===== config.mk =====
export PLATFORM = sky130hd
export DESIGN_NAME = phase_deadtime_guard_flat
export DESIGN_NICKNAME = d
export VERILOG_FILES = /design/src/rtl/phase_deadtime_guard_if.sv /design/src/rtl/phase_deadtime_guard.sv /design/src/flat_wrapper.sv
export SDC_FILE = /design/constraint.sdc
export NUM_CORES = 1
export LEC_CHECK = 0
export BUFFER_PORTS_ARGS = -buffer_cell sky130_fd_sc_hd__buf_2
export CAP_MARGIN = 25
export CORE_MARGIN = 5
export CORE_UTILIZATION = 50
export CTS_BUF_LIST = sky130_fd_sc_hd__clkbuf_16
export CTS_CLUSTER_DIAMETER = 80
export DETAILED_ROUTE_END_ITERATION = 7
export PLACE_DENSITY = 0.75
export SETUP_SLACK_MARGIN = 0.4
export SYNTH_ARGS = -nofsm -noshare
export SYNTH_HDL_FRONTEND = slang
export SYNTH_SLANG_ARGS = --single-unit
export TNS_END_PERCENT = 10

===== constraint.sdc =====
create_clock -name clk -period 2.2 [get_ports clk]
set_clock_uncertainty 0.1 [all_clocks]
set_input_delay 0.22 -clock clk [delete_from_list [all_inputs] [get_ports clk]]
set_output_delay 0.22 -clock clk [all_outputs]
set_load 0.005 [all_outputs]

===== src/rtl/phase_deadtime_guard_if.sv =====
// Pattern/control bundle between the drive sequencer side and phase_deadtime_guard.
interface phase_deadtime_guard_if;
  logic [3:0] phase_in;
  logic       enable;
  logic       fault;
  logic       fault_clr;
  logic [3:0] phase_out;
  logic       busy;
  logic       fault_latched;
  logic       illegal;

  modport master (
    output phase_in, enable, fault, fault_clr,
    input  phase_out, busy, fault_latched, illegal
  );

  modport slave (
    input  phase_in, enable, fault, fault_clr,
    output phase_out, busy, fault_latched, illegal
  );
endinterface


===== src/rtl/phase_deadtime_guard.sv =====
// Break-before-make output stage for the 4-phase coil drive, with fault/disable forcing.
// Define DT_PAIR_CHECK_EN to mask and flag patterns that energise both bits of a coil pair.
module phase_deadtime_guard #(
  parameter int unsigned DEAD_CYCLES = 3
) (
  input logic                   clk,
  input logic                   reset_n,
  phase_deadtime_guard_if.slave bus
);

  localparam int unsigned CNT_W = (DEAD_CYCLES < 1) ? 1 : $clog2(DEAD_CYCLES + 1);

  typedef enum logic [1:0] {StIdle, StHold, StDead, StFault} state_e;

  state_e           state_q, state_d;
  logic [3:0]       phase_out_q, phase_out_d;
  logic [3:0]       tgt_q;
  logic [CNT_W-1:0] cnt_q, cnt_d;
  logic             fault_q, fault_d;
  logic [3:0]       tgt;
  logic [3:0]       on_bits;
  logic             start_dead;

`ifdef DT_PAIR_CHECK_EN
  logic illegal_q, illegal_d;
  logic pair_lo_bad, pair_hi_bad;

  always_comb begin
    pair_lo_bad = &bus.phase_in[1:0];
    pair_hi_bad = &bus.phase_in[3:2];
    tgt         = {pair_hi_bad ? 2'b00 : bus.phase_in[3:2],
                   pair_lo_bad ? 2'b00 : bus.phase_in[1:0]};
    illegal_d   = illegal_q | pair_lo_bad | pair_hi_bad;
  end

  always_ff @(posedge clk or negedge reset_n) begin
    if (!reset_n) begin
      illegal_q <= 1'b0;
    end else begin
      illegal_q <= illegal_d;
    end
  end

  assign bus.illegal = illegal_q;
`else
  assign tgt         = bus.phase_in;
  assign bus.illegal = 1'b0;
`endif

  assign on_bits = tgt & ~phase_out_q;

  always_comb begin
    state_d     = state_q;
    phase_out_d = phase_out_q;
    cnt_d       = cnt_q;
    fault_d     = fault_q;
    start_dead  = 1'b0;

    if (bus.fault) begin
      state_d     = StFault;
      phase_out_d = 4'b0000;
      fault_d     = 1'b1;
    end else begin
      unique case (state_q)
        StIdle: begin
          phase_out_d = 4'b0000;
          start_dead  = bus.enable;
        end
        StHold: begin
          if (!bus.enable) begin
            state_d     = StIdle;
            phase_out_d = 4'b0000;
          end else begin
            phase_out_d = phase_out_q & tgt;
            start_dead  = (on_bits != 4'b0000);
          end
        end
        StDead: begin
          if (!bus.enable) begin
            state_d     = StIdle;
            phase_out_d = 4'b0000;
          end else if (tgt != tgt_q) begin
            // Target moved mid-wait: restart the full dead-time.
            start_dead = 1'b1;
          end else if (cnt_q <= CNT_W'(1)) begin
            state_d     = StHold;
            phase_out_d = tgt;
          end else begin
            phase_out_d = phase_out_q & tgt;
            cnt_d       = cnt_q - CNT_W'(1);
          end
        end
        StFault: begin
          phase_out_d = 4'b0000;
          if (bus.fault_clr) begin
            fault_d = 1'b0;
            if (bus.enable) begin
              start_dead = 1'b1;
            end else begin
              state_d = StIdle;
            end
          end
        end
        default: begin
          state_d     = StIdle;
          phase_out_d = 4'b0000;
        end
      endcase

      // Zero dead-time drives the target straight through and never enters StDead.
      if (start_dead) begin
        if (DEAD_CYCLES == 0) begin
          state_d     = StHold;
          phase_out_d = tgt;
        end else begin
          state_d     = StDead;
          cnt_d       = CNT_W'(DEAD_CYCLES);
          phase_out_d = phase_out_q & tgt;
        end
      end
    end
  end

  always_ff @(posedge clk or negedge reset_n) begin
    if (!reset_n) begin
      state_q     <= StIdle;
      phase_out_q <= 4'b0000;
      tgt_q       <= 4'b0000;
      cnt_q       <= '0;
      fault_q     <= 1'b0;
    end else begin
      state_q     <= state_d;
      phase_out_q <= phase_out_d;
      tgt_q       <= tgt;
      cnt_q       <= cnt_d;
      fault_q     <= fault_d;
    end
  end

  assign bus.phase_out     = phase_out_q;
  assign bus.busy          = (state_q == StDead);
  assign bus.fault_latched = fault_q;

endmodule


===== src/flat_wrapper.sv =====
// flat-port wrapper written by rule: the top's interface ports become plain ports
module phase_deadtime_guard_flat 
#(
  parameter int unsigned DEAD_CYCLES = 3
)
  (clk, reset_n, bus_phase_in, bus_enable, bus_fault, bus_fault_clr, bus_phase_out, bus_busy, bus_fault_latched, bus_illegal);
  phase_deadtime_guard_if bus_i ();
  input logic clk;
  input logic reset_n;
  input wire logic [$bits(bus_i.phase_in)-1:0] bus_phase_in;
  input wire logic [$bits(bus_i.enable)-1:0] bus_enable;
  input wire logic [$bits(bus_i.fault)-1:0] bus_fault;
  input wire logic [$bits(bus_i.fault_clr)-1:0] bus_fault_clr;
  output wire logic [$bits(bus_i.phase_out)-1:0] bus_phase_out;
  output wire logic [$bits(bus_i.busy)-1:0] bus_busy;
  output wire logic [$bits(bus_i.fault_latched)-1:0] bus_fault_latched;
  output wire logic [$bits(bus_i.illegal)-1:0] bus_illegal;
  assign bus_i.phase_in = bus_phase_in;
  assign bus_i.enable = bus_enable;
  assign bus_i.fault = bus_fault;
  assign bus_i.fault_clr = bus_fault_clr;
  assign bus_phase_out = bus_i.phase_out;
  assign bus_busy = bus_i.busy;
  assign bus_fault_latched = bus_i.fault_latched;
  assign bus_illegal = bus_i.illegal;
  phase_deadtime_guard #(.DEAD_CYCLES(DEAD_CYCLES)) u_core (.clk(clk), .reset_n(reset_n), .bus(bus_i));
endmodule

Word level (Yosys, flattened, before mapping). Index checks and enable logic that the tools add are counted.

Word-level logic and storage cells: 61. Register bits: 13. Output and inout port bits: 7.

Muxes and demuxes: 30. Order comparisons: 1. Equality and inequality tests: 9. Reduce and logical (&&, ||, !) cells: 11. Bitwise operators: 4. $add $sub $neg: 1.

Operators with widths (number): $mux 2 (12); $mux 4 (6); $pmux 4 s3 (1); $mux 1 (9); $and 4x4->4 (2); $reduce_bool 2->1 (4); $pmux 2 s3 (1); $ne 5x3->1 const B (1); $ne 5x5->1 const B (1); $reduce_and 5->1 (1); $reduce_bool 5->1 (1); $eq 2x2->1 const B (2); $ne 2x2->1 const B (2); $ne 4x3->1 const B (1); $ne 4x4->1 (1); $not 4->4 (1); $pmux 1 s4 (1); $reduce_and 4->1 (1); $reduce_bool 4->1 (1); $eq 2x1->1 const B (1); $le 2x1->1 const B (1); $logic_not 2->1 (1); $reduce_and 2->1 (1); $reduce_or 2->1 (1); 2 further kinds (2).

Depth between registers and ports, before layout.
Word-level depth: 8. Gate-level depth with buffers: 7.

Worst setup path before layout. OpenSTA, ideal clock, no wires.

Path kind: flip-flop to flip-flop. Start: register u_core.cnt_q[1]. End: register u_core.cnt_q[0]. Period minus slack after synthesis: 1.944 ns. Path buffers: 0. Cell stages (with the launch flop): 8. Path slack: 0.256 ns. Arrival: 1.717 ns. Setup time: 0.127 ns. Path through: dfrtp_1 > inv_1 > ha_1 > nand2b_1 > nand2_1 > or4_4 > a41o_1 > mux2_1.

Cells in the longest elaborated chain, start to end: 3.

RTL lines: start: declaration (RTL line phase_deadtime_guard.sv:18) `logic [CNT_W-1:0] cnt_q, cnt_d;`; start signal: assignment (RTL line phase_deadtime_guard.sv:135) `cnt_q <= cnt_d;`; $le 2x1->1 (RTL line phase_deadtime_guard.sv:85) `end else if (cnt_q <= CNT_W'(1)) begin`; $ne 2x2->1 (no source line); $reduce_and 5->1 (no source line).

No other way between the ends. A chain may end at the register's enable or synchronous reset.

Worst setup path in the final report. Ends and elaborated chain as after synthesis.

==> summary.md <==
| Metric | Value |
|---|---|
| Drt first-iter violations | 23 |
| Total power | 0.8137 mW |
| YS warnings | 0 |
| Number of synthesized flops with an enable pin | 0 |
| Post-route setup TNS | 0 ps |
| Final wirelength | 1.719 mm |
| Proportion of layout cells with a drive suffix above 1 | 34.00% |
| Peak Freq | 499.5 MHz |
| Fin util | 72.65% |
| Worst vdd ir | 532.9 µV |
| Layout Nets | 111 |
| Antenna-violating nets left | 0 |
| Synth Instances | 78 |
| Worst setup EP type | register |
| Core area | 1318 µm² |
| Port bufs | 14 |
| Final Hold Viols | 0 |
| Post-synthesis cell type count | 31 |
| FFs w/ async S/R, synth | 100.0% |
| Row count | 13 |
| Post-Syn Area | 710.7 µm² |
| N_diodes | 0 |
| GRT Total Usage | 18.25% |
| Area post-placement | about 800 µm² |
| Max Slew Vio Count | 0 |
| # Max-Cap Violations | 0 |
| Number of global-route vias before repair | 609 |
| Clk buf depth | 2 |
| Drt first pass iters | 4 |
| Storage element area | 325.3 µm² |
| Root Buffer | clkbuf_16 |
| Initial Utilization | 53.94% |
| # DRC | 0 |
| Endpoints failing setup | 0 |
| TritonCTS Sinks | 13 |
| RePlAce Congestion | between 0.8 and 0.9 |
| Post-synthesis sequential area ratio | 45.77% |
| Fillers | 100 |
| Synth Flop Type | dfrtp_1 |
| Clock transition at the registers of the reported paths | 40 ps |
| GRT overflow | 0 |
| First-pass GRT wire length | around 2.7 mm |
| TritonCTS Buffers | 3 |
| Flops & latches, synth | 13 |
| Top-Level Pins | 16 |
| Die Width | 47.70 µm |
| RSZ-0062 raised after global routing | true |
| Final worst-path cycle share | between 90% and 100% |
| Die ar. | 2275 µm² |
| Setup crit start kind | register |
| Setup slack after layout | 198.2 ps |
| H-tree depth | 1 |
| Mean number of vias per cell | 5.626 |
| Setup CP Type | reg2reg |
| Static leakage | 0.4706 nW |
| Period minus WS final | about 2000 ps |
| Initial antenna violation count | 0 |
| Required time of the critical path | approximately 2200 ps |
| Worst slack at placement | between 150 and 200 ps |
| Multi-input logic area | 371.6 µm² |
| Worst Hold Class | in2reg |
| CTS tree | done |
| Routed len/inst | 14.95 µm |
| Fin area | 957.2 µm² |
| Pwr Density | 850.1 nW/µm² |
| Syn Nets | 88 |
| Vias after detailed routing | 647 |
| Detailed placement HPWL | approximately 1.1 mm |
| Arr. time, crit path | 2030 ps |
| Largest net degree at the start of global routing | 14 |
| Syn avg cell area | 9.111 µm² |
| CP max FO | 3 |
| P&R area growth vs syn | 34.68% |
| Status | complete, no violations |
| Clk Latency, worst-skew pair | 240 ps |
| Die H | 47.70 µm |
power breakdown:
part	switching, mW	total (mW)	internal [mW]
clock network	0.0961	0.335	0.239
registers	0.0247	0.285	0.260
logic	0.0885	0.193	0.105
total	0.209	0.814	0.604
state kept, by name, summed over array words and instances (netlist names):
signal,count
u_core.state_q,2
u_core.tgt_q,4
u_core.bus.fault_latched,1
u_core.cnt_q,2
u_core.bus.phase_out,4
layout make-up:
cell class	count	share of cell area [%]
inverter	8	3.137
clock buffer	3	7.843
multi-input combinational	53	38.82
tap	15	1.961
timing repair buffer	22	13.86
sequential	13	33.99
clock inverter	1	0.3922
per-layer routing:
metal / global-route usage, % / share of wire [%] / vias up / wire [µm]
li1: - / - / 314 / -
met1: 25.17 / 44 / 303 / 761
met2: 25.33 / 45 / 26 / 774
met3: 3.383 / 8.7 / 4 / 149
met4: 12.90 / 2.0 / 0 / 34
met5: 0 / 0 / - / 0
worst paths after layout:
path	start	end	slack (ps)	cells past startpoint
max	u_core.cnt_q[1]$_DFFE_PN0P_	u_core.cnt_q[0]$_DFFE_PN0P_	200	7
min	bus_phase_in[3]	u_core.tgt_q[3]$_DFF_PN0_	20	1
max reg2reg	u_core.cnt_q[1]$_DFFE_PN0P_	u_core.cnt_q[0]$_DFFE_PN0P_	200	7
min reg2reg	u_core.bus.fault_latched$_DFFE_PN0P_	u_core.bus.fault_latched$_DFFE_PN0P_	370	2
max in group asynchronous	reset_n	u_core.bus.phase_out[0]$_DFFE_PN0P_	1480	2
min in group asynchronous	reset_n	u_core.cnt_q[1]$_DFFE_PN0P_	300	2
synthesized netlist by cell type (3+ instances only):
| master | number | area [µm²] |
|---|---|---|
| dfrtp_1 | 13 | 325.3 |
| nand2_1 | 9 | 33.78 |
| inv_1 | 6 | 22.52 |
| nor2_1 | 5 | 18.77 |
| a21oi_1 | 4 | 20.02 |
| o31ai_1 | 4 | 30.03 |
| clkbuf_1 | 3 | 11.26 |
| nand3_1 | 3 | 15.01 |
| nor2b_1 | 3 | 18.77 |
| xnor2_1 | 3 | 26.28 |
cell usage in the layout (no fill, tap or decap), types with 2 or more instances in the layout:
| master | instances |
|---|---|
| a21oi_1 | 4 |
| buf_2 | 14 |
| buf_4 | 7 |
| clkbuf_16 | 3 |
| dfrtp_1 | 13 |
| inv_1 | 6 |
| inv_2 | 3 |
| mux2_4 | 2 |
| nand2_1 | 9 |
| nand3_1 | 3 |
| nor2_1 | 5 |
| nor2b_1 | 3 |
| nor4_1 | 2 |
| o21ai_0 | 2 |
| o31ai_1 | 4 |
| xnor2_1 | 2 |
per-stage QoR:
stage	instances	hold WS (ps)
global route	115	29.58
finish	115	21.47
floorplan	78	-175.6
global placement	107	22.42
detailed placement	107	25.16
CTS	114	16.99
repair_timing:
action                                  4_1_cts  5_1_grt
resized for setup                             5        2
endpoints found under the setup margin        2        2
pin swaps                                     2        1
buffers inserted                              2        1
hold endpoints to repair                     13        0
hold buffers                                  1        0
kinds of logic after synthesis:
family	synth area share, %
buf+inv	6.867
fa+ha+maj	1.760
xor+xnor	4.930
compound gates	16.73
flops	45.77
mux	3.169
other cells	0.5277
simple gates	20.25
worst max-delay path: stages (launching register included):
cell,delay [ps]
dfrtp_1,390
inv_2,90
ha_4,130
nand2b_4,120
nand2_1,50
or4_4,420
a41o_1,270
mux2_4,310
No activity file was read; power rests on OpenSTA's default activity.
